===== src/rtl/moore_run_arbiter_if.sv =====
// Bundle between the requesters, the shared toggle-counter datapath and the run arbiter.
// The master side is the environment (requesters plus datapath); the slave side is the arbiter.
interface moore_run_arbiter_if #(
    parameter int LEN_W = 4
);
    logic [1:0]       req;
    logic [LEN_W-1:0] len0;
    logic [LEN_W-1:0] len1;
    logic             y_in;
    logic [1:0]       ab_in;
    logic             x_out;
    logic             dp_rst_b;
    logic [1:0]       grant;
    logic             busy;
    logic [1:0]       done;
    logic [LEN_W-1:0] hits;
    logic [1:0]       final_ab;

    modport master (
        output req, len0, len1, y_in, ab_in,
        input  x_out, dp_rst_b, grant, busy, done, hits, final_ab
    );

    modport slave (
        input  req, len0, len1, y_in, ab_in,
        output x_out, dp_rst_b, grant, busy, done, hits, final_ab
    );
endinterface


===== src/rtl/moore_run_arbiter.sv =====
// Round-robin scheduler sharing one toggle-counter Moore datapath between two requesters.
//   state   | meaning
//   S_IDLE  | datapath out of reset, waiting for a request
//   S_CLEAR | one cycle holding the datapath in reset
//   S_RUN   | x_out high, counting y_in hits for len cycles
//   S_DONE  | done pulse to the owner, final_ab captured
module moore_run_arbiter #(
    parameter int LEN_W = 4
) (
    input logic               clock,
    input logic               reset,
    moore_run_arbiter_if.slave bus
);

    typedef enum logic [1:0] {
        S_IDLE  = 2'd0,
        S_CLEAR = 2'd1,
        S_RUN   = 2'd2,
        S_DONE  = 2'd3
    } state_t;

    state_t           state;
    state_t           state_next;

    logic             ptr;
    logic             owner;
    logic [LEN_W-1:0] cnt;
    logic [LEN_W-1:0] hits_q;
    logic [1:0]       final_ab_q;

    logic             x_out_q;
    logic             dp_rst_b_q;
    logic [1:0]       grant_q;
    logic             busy_q;
    logic [1:0]       done_q;

    logic             grant_take;
    logic             win_sel;
    logic             owner_eff;

    function automatic logic [1:0] onehot(input logic sel);
        return sel ? 2'b10 : 2'b01;
    endfunction

    always_ff @(posedge clock or posedge reset) begin
        if (reset) begin
            state <= S_IDLE;
        end else begin
            state <= state_next;
        end
    end

    always_comb begin
        state_next = state;
        grant_take = 1'b0;
        win_sel    = 1'b0;
        unique case (state)
            S_IDLE: begin
                if (bus.req != 2'b00) begin
                    grant_take = 1'b1;
                    win_sel    = (bus.req == 2'b11) ? ptr : bus.req[1];
                    state_next = S_CLEAR;
                end
            end
            S_CLEAR: begin
                state_next = (cnt != '0) ? S_RUN : S_DONE;
            end
            S_RUN: begin
                // terminal count: the cycle that sees 1 is the last RUN cycle
                if (cnt <= LEN_W'(1)) begin
                    state_next = S_DONE;
                end
            end
            S_DONE: begin
                state_next = S_IDLE;
            end
            default: begin
                state_next = S_IDLE;
            end
        endcase
    end

    assign owner_eff = grant_take ? win_sel : owner;

    // Run bookkeeping: length down-counter, hit counter and captured datapath state
    always_ff @(posedge clock or posedge reset) begin
        if (reset) begin
            ptr        <= 1'b0;
            owner      <= 1'b0;
            cnt        <= '0;
            hits_q     <= '0;
            final_ab_q <= 2'b00;
        end else begin
            if (grant_take) begin
                owner  <= win_sel;
                ptr    <= ~win_sel;
                cnt    <= win_sel ? bus.len1 : bus.len0;
                hits_q <= '0;
            end
            if (state == S_RUN) begin
                cnt <= cnt - LEN_W'(1);
                if (bus.y_in && (hits_q != '1)) begin
                    hits_q <= hits_q + LEN_W'(1);
                end
            end
            if (state == S_DONE) begin
                final_ab_q <= bus.ab_in;
            end
        end
    end

    // Outputs are registered from the next state so reset forces them directly
    always_ff @(posedge clock or posedge reset) begin
        if (reset) begin
            x_out_q    <= 1'b0;
            dp_rst_b_q <= 1'b0;
            grant_q    <= 2'b00;
            busy_q     <= 1'b0;
            done_q     <= 2'b00;
        end else begin
            x_out_q    <= (state_next == S_RUN);
            dp_rst_b_q <= (state_next != S_CLEAR);
            busy_q     <= (state_next != S_IDLE);
            grant_q    <= (state_next == S_IDLE) ? 2'b00 : onehot(owner_eff);
            done_q     <= (state_next == S_DONE) ? onehot(owner_eff) : 2'b00;
        end
    end

    assign bus.x_out    = x_out_q;
    assign bus.dp_rst_b = dp_rst_b_q;
    assign bus.grant    = grant_q;
    assign bus.busy     = busy_q;
    assign bus.done     = done_q;
    assign bus.hits     = hits_q;
    assign bus.final_ab = final_ab_q;

endmodule


===== src/flat_wrapper.sv =====
// flat-port wrapper written by rule: the top's interface ports become plain ports
module moore_run_arbiter_flat 
#(
    parameter int LEN_W = 4
)
  (clock, reset, bus_req, bus_len0, bus_len1, bus_y_in, bus_ab_in, bus_x_out, bus_dp_rst_b, bus_grant, bus_busy, bus_done, bus_hits, bus_final_ab);
  moore_run_arbiter_if #(.LEN_W(LEN_W)) bus_i ();
  input logic clock;
  input logic reset;
  input wire logic [$bits(bus_i.req)-1:0] bus_req;
  input wire logic [$bits(bus_i.len0)-1:0] bus_len0;
  input wire logic [$bits(bus_i.len1)-1:0] bus_len1;
  input wire logic [$bits(bus_i.y_in)-1:0] bus_y_in;
  input wire logic [$bits(bus_i.ab_in)-1:0] bus_ab_in;
  output wire logic [$bits(bus_i.x_out)-1:0] bus_x_out;
  output wire logic [$bits(bus_i.dp_rst_b)-1:0] bus_dp_rst_b;
  output wire logic [$bits(bus_i.grant)-1:0] bus_grant;
  output wire logic [$bits(bus_i.busy)-1:0] bus_busy;
  output wire logic [$bits(bus_i.done)-1:0] bus_done;
  output wire logic [$bits(bus_i.hits)-1:0] bus_hits;
  output wire logic [$bits(bus_i.final_ab)-1:0] bus_final_ab;
  assign bus_i.req = bus_req;
  assign bus_i.len0 = bus_len0;
  assign bus_i.len1 = bus_len1;
  assign bus_i.y_in = bus_y_in;
  assign bus_i.ab_in = bus_ab_in;
  assign bus_x_out = bus_i.x_out;
  assign bus_dp_rst_b = bus_i.dp_rst_b;
  assign bus_grant = bus_i.grant;
  assign bus_busy = bus_i.busy;
  assign bus_done = bus_i.done;
  assign bus_hits = bus_i.hits;
  assign bus_final_ab = bus_i.final_ab;
  moore_run_arbiter #(.LEN_W(LEN_W)) u_core (.clock(clock), .reset(reset), .bus(bus_i));
endmodule

===== config.mk =====
export PLATFORM = sky130hd
export DESIGN_NAME = moore_run_arbiter_flat
export DESIGN_NICKNAME = d
export VERILOG_FILES = /design/src/rtl/moore_run_arbiter_if.sv /design/src/rtl/moore_run_arbiter.sv /design/src/flat_wrapper.sv
export SDC_FILE = /design/constraint.sdc
export NUM_CORES = 1
export LEC_CHECK = 0
export BUFFER_PORTS_ARGS = -buffer_cell sky130_fd_sc_hd__buf_2
export CORE_ASPECT_RATIO = 1.1
export CORE_MARGIN = 8
export CORE_UTILIZATION = 35
export DETAILED_ROUTE_END_ITERATION = 8
export RECOVER_POWER = 25
export SLEW_MARGIN = 25
export SYNTH_ARGS = -nofsm -noshare
export SYNTH_HDL_FRONTEND = slang
export SYNTH_SLANG_ARGS = --single-unit

===== constraint.sdc =====
create_clock -name clock -period 1.8 [get_ports clock]
set_input_delay 0.45 -clock clock [delete_from_list [all_inputs] [get_ports clock]]
set_output_delay 0.45 -clock clock [all_outputs]
set_load 0.05 [all_outputs]

**Yosys cells after proc, flatten, opt, wreduce, memory -nomap -nowiden**

Index checks and enable logic that the tools add are counted.

- Add/subtract/negate cells: 2
- Magnitude comparators: 1
- Eq/ne operators: 8
- Mux-type cells: 19
- Bitwise gates (word level): 1
- Reduce and logical (&&, ||, !) cells: 7

Operators with widths:

| cell | number |
|---|---|
| 4-bit 2-to-1 mux | 6 |
| 2-bit == test (second input constant) | 5 |
| 2-bit 2-to-1 mux | 5 |
| 2-bit one-hot mux with 4 select lines | 1 |
| 1-bit 2-to-1 mux | 7 |
| 2-bit nonzero test | 3 |
| 4-bit by 1-bit adder with 4-bit output (second input constant) | 1 |
| 4-bit by 1-bit less-or-equal comparator with 1-bit output (second input constant) | 1 |
| 2-bit zero test | 2 |
| 4-bit != test (second input constant) | 1 |
| 4-bit nonzero test | 1 |
| 4-bit by 1-bit subtractor with 4-bit output (second input constant) | 1 |
| 2-bit by 1-bit == test with 1-bit output (second input constant) | 1 |
| 2-bit by 1-bit != test with 1-bit output (second input constant) | 1 |
| 1-bit logical AND | 1 |
| 1-bit NOT | 1 |

- Register bits after elaboration: 21
- Input port bits: 15
- Output and inout port bits: 13
- Logic and storage cells: 49

**Logic depth before layout (Yosys ltp)**

- Depth after elaboration: 7
- Mapped depth: 7
- Depth with buffers taken out: 6

**Least setup slack after synthesis**

OpenSTA, ideal clock, no wires.

- Path type: reg2reg
- From: reg u_core.state[0]
- To: reg u_core.done_q[0] (netlist: u_core.bus.done[0])
- Setup time: 0.067 ns
- Arrival time: 1.694 ns
- Required time: 1.733 ns
- Path slack: 0.040 ns
- Cell stages (with the launch flop): 8
- Buffers on the path: 1
- Clock period less this slack: 1.760 ns
- Path through: dfrtp_1 -> inv_1 -> ha_1 -> buf_6 -> inv_2 -> or4_4 -> a31oi_4 -> and3_1

- Elaborated cells on any way between the ends: 13
- Those cells by class: eq/ne (4); mux (8); reduce/logical (1)

RTL lines:

| item | line | source |
|---|---|---|
| start: declaration | moore_run_arbiter.sv:22 | `state_t state;` |
| start signal: assignment | moore_run_arbiter.sv:49 | `state <= state_next;` |
| 2-bit == test, or another cell as far along | moore_run_arbiter.sv:57 | `unique case (state)` |
| 2-bit one-hot mux with 4 select lines * | moore_run_arbiter.sv:57 |  |
| via u_core.state_next[0] | moore_run_arbiter.sv:23 | `state_t state_next;` |
| 2-bit == test * | moore_run_arbiter.sv:125 | `done_q <= (state_next == S_DONE) ? onehot(owner_eff) : 2'b00;` |
| 2-bit 2-to-1 mux * | moore_run_arbiter.sv:125 |  |
| end signal: assignment | moore_run_arbiter.sv:125 |  |
| end: declaration | moore_run_arbiter.sv:35 | `logic [1:0] done_q;` |

Mark *: on every way through the listed nets, which the timed path passes. The rest lies on a longest branch.
A chain may end at the register's enable or synchronous reset.

**Worst setup path in the final report**

- From: reg u_core.state[1]
- To: reg u_core.cnt[0]

- Cells in the longest elaborated chain, start to end: 5
- Elaborated cells on any way between the ends: 8
- Those cells by class: eq/ne (1); mux (5); reduce/logical (2)

RTL lines:

| item | line | source |
|---|---|---|
| 2-bit zero test | moore_run_arbiter.sv:57 |  |
| 1-bit 2-to-1 mux | moore_run_arbiter.sv:57 |  |
| 4-bit 2-to-1 mux | moore_run_arbiter.sv:97 | `cnt <= win_sel ? bus.len1 : bus.len0;` |
| 4-bit 2-to-1 mux | moore_run_arbiter.sv:94 | `if (grant_take) begin` |
| 4-bit 2-to-1 mux | moore_run_arbiter.sv:100 | `if (state == S_RUN) begin` |
| end signal: assignment | moore_run_arbiter.sv:97 |  |
| end signal: assignment | moore_run_arbiter.sv:101 | `cnt <= cnt - LEN_W'(1);` |
| end: declaration | moore_run_arbiter.sv:27 | `logic [LEN_W-1:0] cnt;` |

Several ways; a longest one is shown, not always the timed one. The select of a mux whose other input is x is not followed.

==> run_results.csv <==
group,metric,value,unit
outcome,outcome,"finished, final reports clean",
power_and_ir_drop,leakage,0.683,nW
power_and_ir_drop,power,2.63,mW
drt,antenna_left,0,
synthesis,async_reset_ff_frac,1.00,
clock_tree,clk_latency,0.30,ns
drt,routedWlPerCell,13.2,um
clock_tree,cts.sinks,21,
place,dp_hpwl,1910,um
worst_setup_path,r2r_cells,5,
sta,period_minus_slack,1.70,ns
clock_tree,path_clk_slew,0.11,ns
power_and_ir_drop,p_per_area,1920,nW/um2
global_route,grtUsageMet2,0.177,
sta,report.final.setup_viol,0,
global_route,gr-usage-all-layers,0.0941,
synthesis,syn_area,1120,um2
drt,drt_wl_total,2370,um
drt,drc,0,
clock_tree,cts_inserted_buffers,3,
sta,slew_violations,0,
synthesis,yosysWarnings,0,
sta,max_freq,587,MHz
worst_setup_path,critPathLaunch,"u_core.state[1]$_DFF_PP0_",
min_path,whs_path_depth,2,
min_path,hp-class,"in2reg",
floorplanning,pin_count,28,
synthesis,ys_ff_latch,21,
finish,antenna_cells,0,
synthesis,synth_cell_types,32,
synthesis,netlist_instances,107,
floorplanning,num_rows,21,
min_path,min_from,"bus_ab_in[0]",
clock_tree,cts_hold_buf,0,
sta,worst_pin_slew,1.10,ns
worst_setup_path,critPathArrivalTime,1.90,ns
clock_tree,clockBufferDepth,2,
synthesis,ys_seq_area_frac,0.470,
min_path,hold-path-endpoint,"u_core.bus.final_ab[0]$_DFFE_PP0N_",
run,max_cap_viol_count,0,
synthesis,synthFlopType,"dfrtp_1",
drt,drt_iter0_drc,14,
global_route,antenna_found_initial,0,
global_route,grt_pass1_vias,941,
sta,hold_violations,0,
power_and_ir_drop,ir_drop,1280,uV
drt,first_pass_iters,4,
clock_tree,cts.repair.resized,0,
clock_tree,cts_tree,"built",
finish,post-route-util,0.450,
global_route,use_met3,0.0247,
floorplanning,dieArea,5260,um2
clock_tree,post_cts_buffers,0,
finish,drive_gt1_frac,0.331,
synthesis,synth_nets,131,
synthesis,yosys.area.top_type_share,0.470,
sta,rsz0062_at_grt,"true",
drt,vias_per_cell,5.09,
worst_setup_path,reg2reg_from,"u_core.state[1]$_DFF_PP0_",
sta,clock_skew,0.00294,ns
worst_setup_path,worstPathMaxFanout,6,
synthesis,synth_top_cell_by_area,"dfrtp_1",
finish,syn_to_final_growth,22.5,%
place,gp_congestion,0.793,
floorplanning,die_h,75.3,um
sta,fin_crit_sh,0.946,
finish,nets,170,
floorplanning,die_x,69.9,um
worst_setup_path,end_kind,"flip-flop",
global_route,grt_pass1_wl,3990,um
floorplanning,coreArea,3050,um2
global_route,grtUsageMet1,0.0901,
drt,vias,912,
floorplanning,start_util,0.367,
sta,slew_headroom,0.268,
clock_tree,h-tree-depth,1,
synthesis,synth_edf_count,0,
place,io_buffers,27,
worst_setup_path,r2r_slack,0.1,ns
global_route,grt-busiest-layer,"met2",
clock_tree,root_buffer,"clkbuf_4",
worst_setup_path,crit_required,2.00,ns
synthesis,synth.avg_cell_area,10.5,um2
global_route,grt_overflow,0,
worst_setup_path,critPathLaunchType,"flip-flop",
global_route,grt_start_max_net_pins,22,
worst_setup_path,r2r-end,"u_core.cnt[0]$_DFFE_PP0P_",
synthesis,synth_area_leaders,"dfrtp_1 47%, ha_1 10%, a21oi_1 3.6%",
worst_setup_path,crit_type,"reg2reg",
cell usage in the layout (no fill, tap or decap), types with 2 or more instances in the layout:
cell,instances
a21oi_1,8
and3_1,5
buf_2,27
buf_4,8
clkbuf_4,3
dfrtp_1,21
ha_1,7
ha_2,2
inv_1,8
mux2_2,2
mux2i_1,2
nand2_1,7
nand2b_1,5
nand3_1,5
nand3b_1,2
nor2_1,8
o21ai_0,3
o22ai_1,2
o31ai_1,2
metrics by stage:
step                hold slack (ns)  TNS [ns]  instance area (um2)  setup slack [ns]  std cells
floorplan                     0.427         0                 1120            0.0398        107
global placement              0.483         0                 1340             0.104        175
detailed placement            0.494         0                 1340            0.0632        175
CTS                           0.145         0                 1370            0.0471        179
global route                  0.356  -0.00894                 1370          -0.00894        179
finish                        0.378         0                 1370            0.0977        179
synth_stat cells, drive strengths merged, types with 3 or more instances:
| master | n |
|---|---|
| nand3 | 5 |
| dfrtp | 21 |
| ha | 9 |
| and3 | 5 |
| a21oi | 8 |
| o21ai | 4 |
| nand2b | 5 |
| nor2 | 8 |
| mux2 | 3 |
| nand2 | 7 |
| inv | 9 |
state kept, by name, indices dropped and copies added (netlist names):
name and cells:
u_core.bus.hits 4, u_core.cnt 4, u_core.bus.done 2, u_core.bus.final_ab 2
u_core.bus.grant 2, u_core.state 2, u_core.bus.busy 1, u_core.bus.dp_rst_b 1
u_core.bus.x_out 1, u_core.owner 1, u_core.ptr 1
worst max-delay path: stages, from the launching register on:
cell and delay, ns:
dfrtp_1 0.42, inv_1 0.11, ha_2 0.23, and3_1 0.21, mux2_4 0.31, a221o_1 0.32
metal layers:
layer / routed length (um) / part of all wire / vias to the layer above
li1: - / - / 454
met1: 981 / 0.41 / 435
met2: 1240 / 0.52 / 18
met3: 97 / 0.041 / 5
met4: 55 / 0.023 / 0
met5: 0 / 0 / -
worst max path at each step:
stage | to | slack [ns] | cells past startpoint
final | u_core.cnt[0]$_DFFE_PP0P_ | 0.1 | 5
after global routing | u_core.bus.grant[0]$_DFF_PP0_ | -0.009 | 6
after CTS | u_core.cnt[0]$_DFFE_PP0P_ | 0.05 | 5
after detailed placement | u_core.cnt[0]$_DFFE_PP0P_ | 0.06 | 5
after global placement | u_core.cnt[0]$_DFFE_PP0P_ | 0.10 | 5
after floorplan | u_core.bus.done[0]$_DFF_PP0_ | 0.04 | 7
cell families after synthesis:
kind of cell,count (synthesis),synth area share
AND/OR/NAND/NOR,38,0.186
adder cells (fa/ha/maj),9,0.101
buffers and inverters,11,0.0503
AO/OA/AOI/OAI,23,0.142
flip-flops,21,0.470
multiplexers,5,0.0514
where the power goes:
part	switching [mW]	total [mW]	internal (mW)
registers	0.114	0.798	0.684
clock network	0.139	0.222	0.0829
logic	1.03	1.61	0.582
layout make-up:
class                           count  area, um2
Timing Repair Buffer               36        199
Fill cell                         303       1680
Inverter                            9       33.8
Clock buffer                        3       22.5
Sequential cell                    21        526
Clock inverter                      1       5.00
Multi-Input combinational cell     75        542
Tap cell                           34       42.5
(Power assumes the default switching activity.)
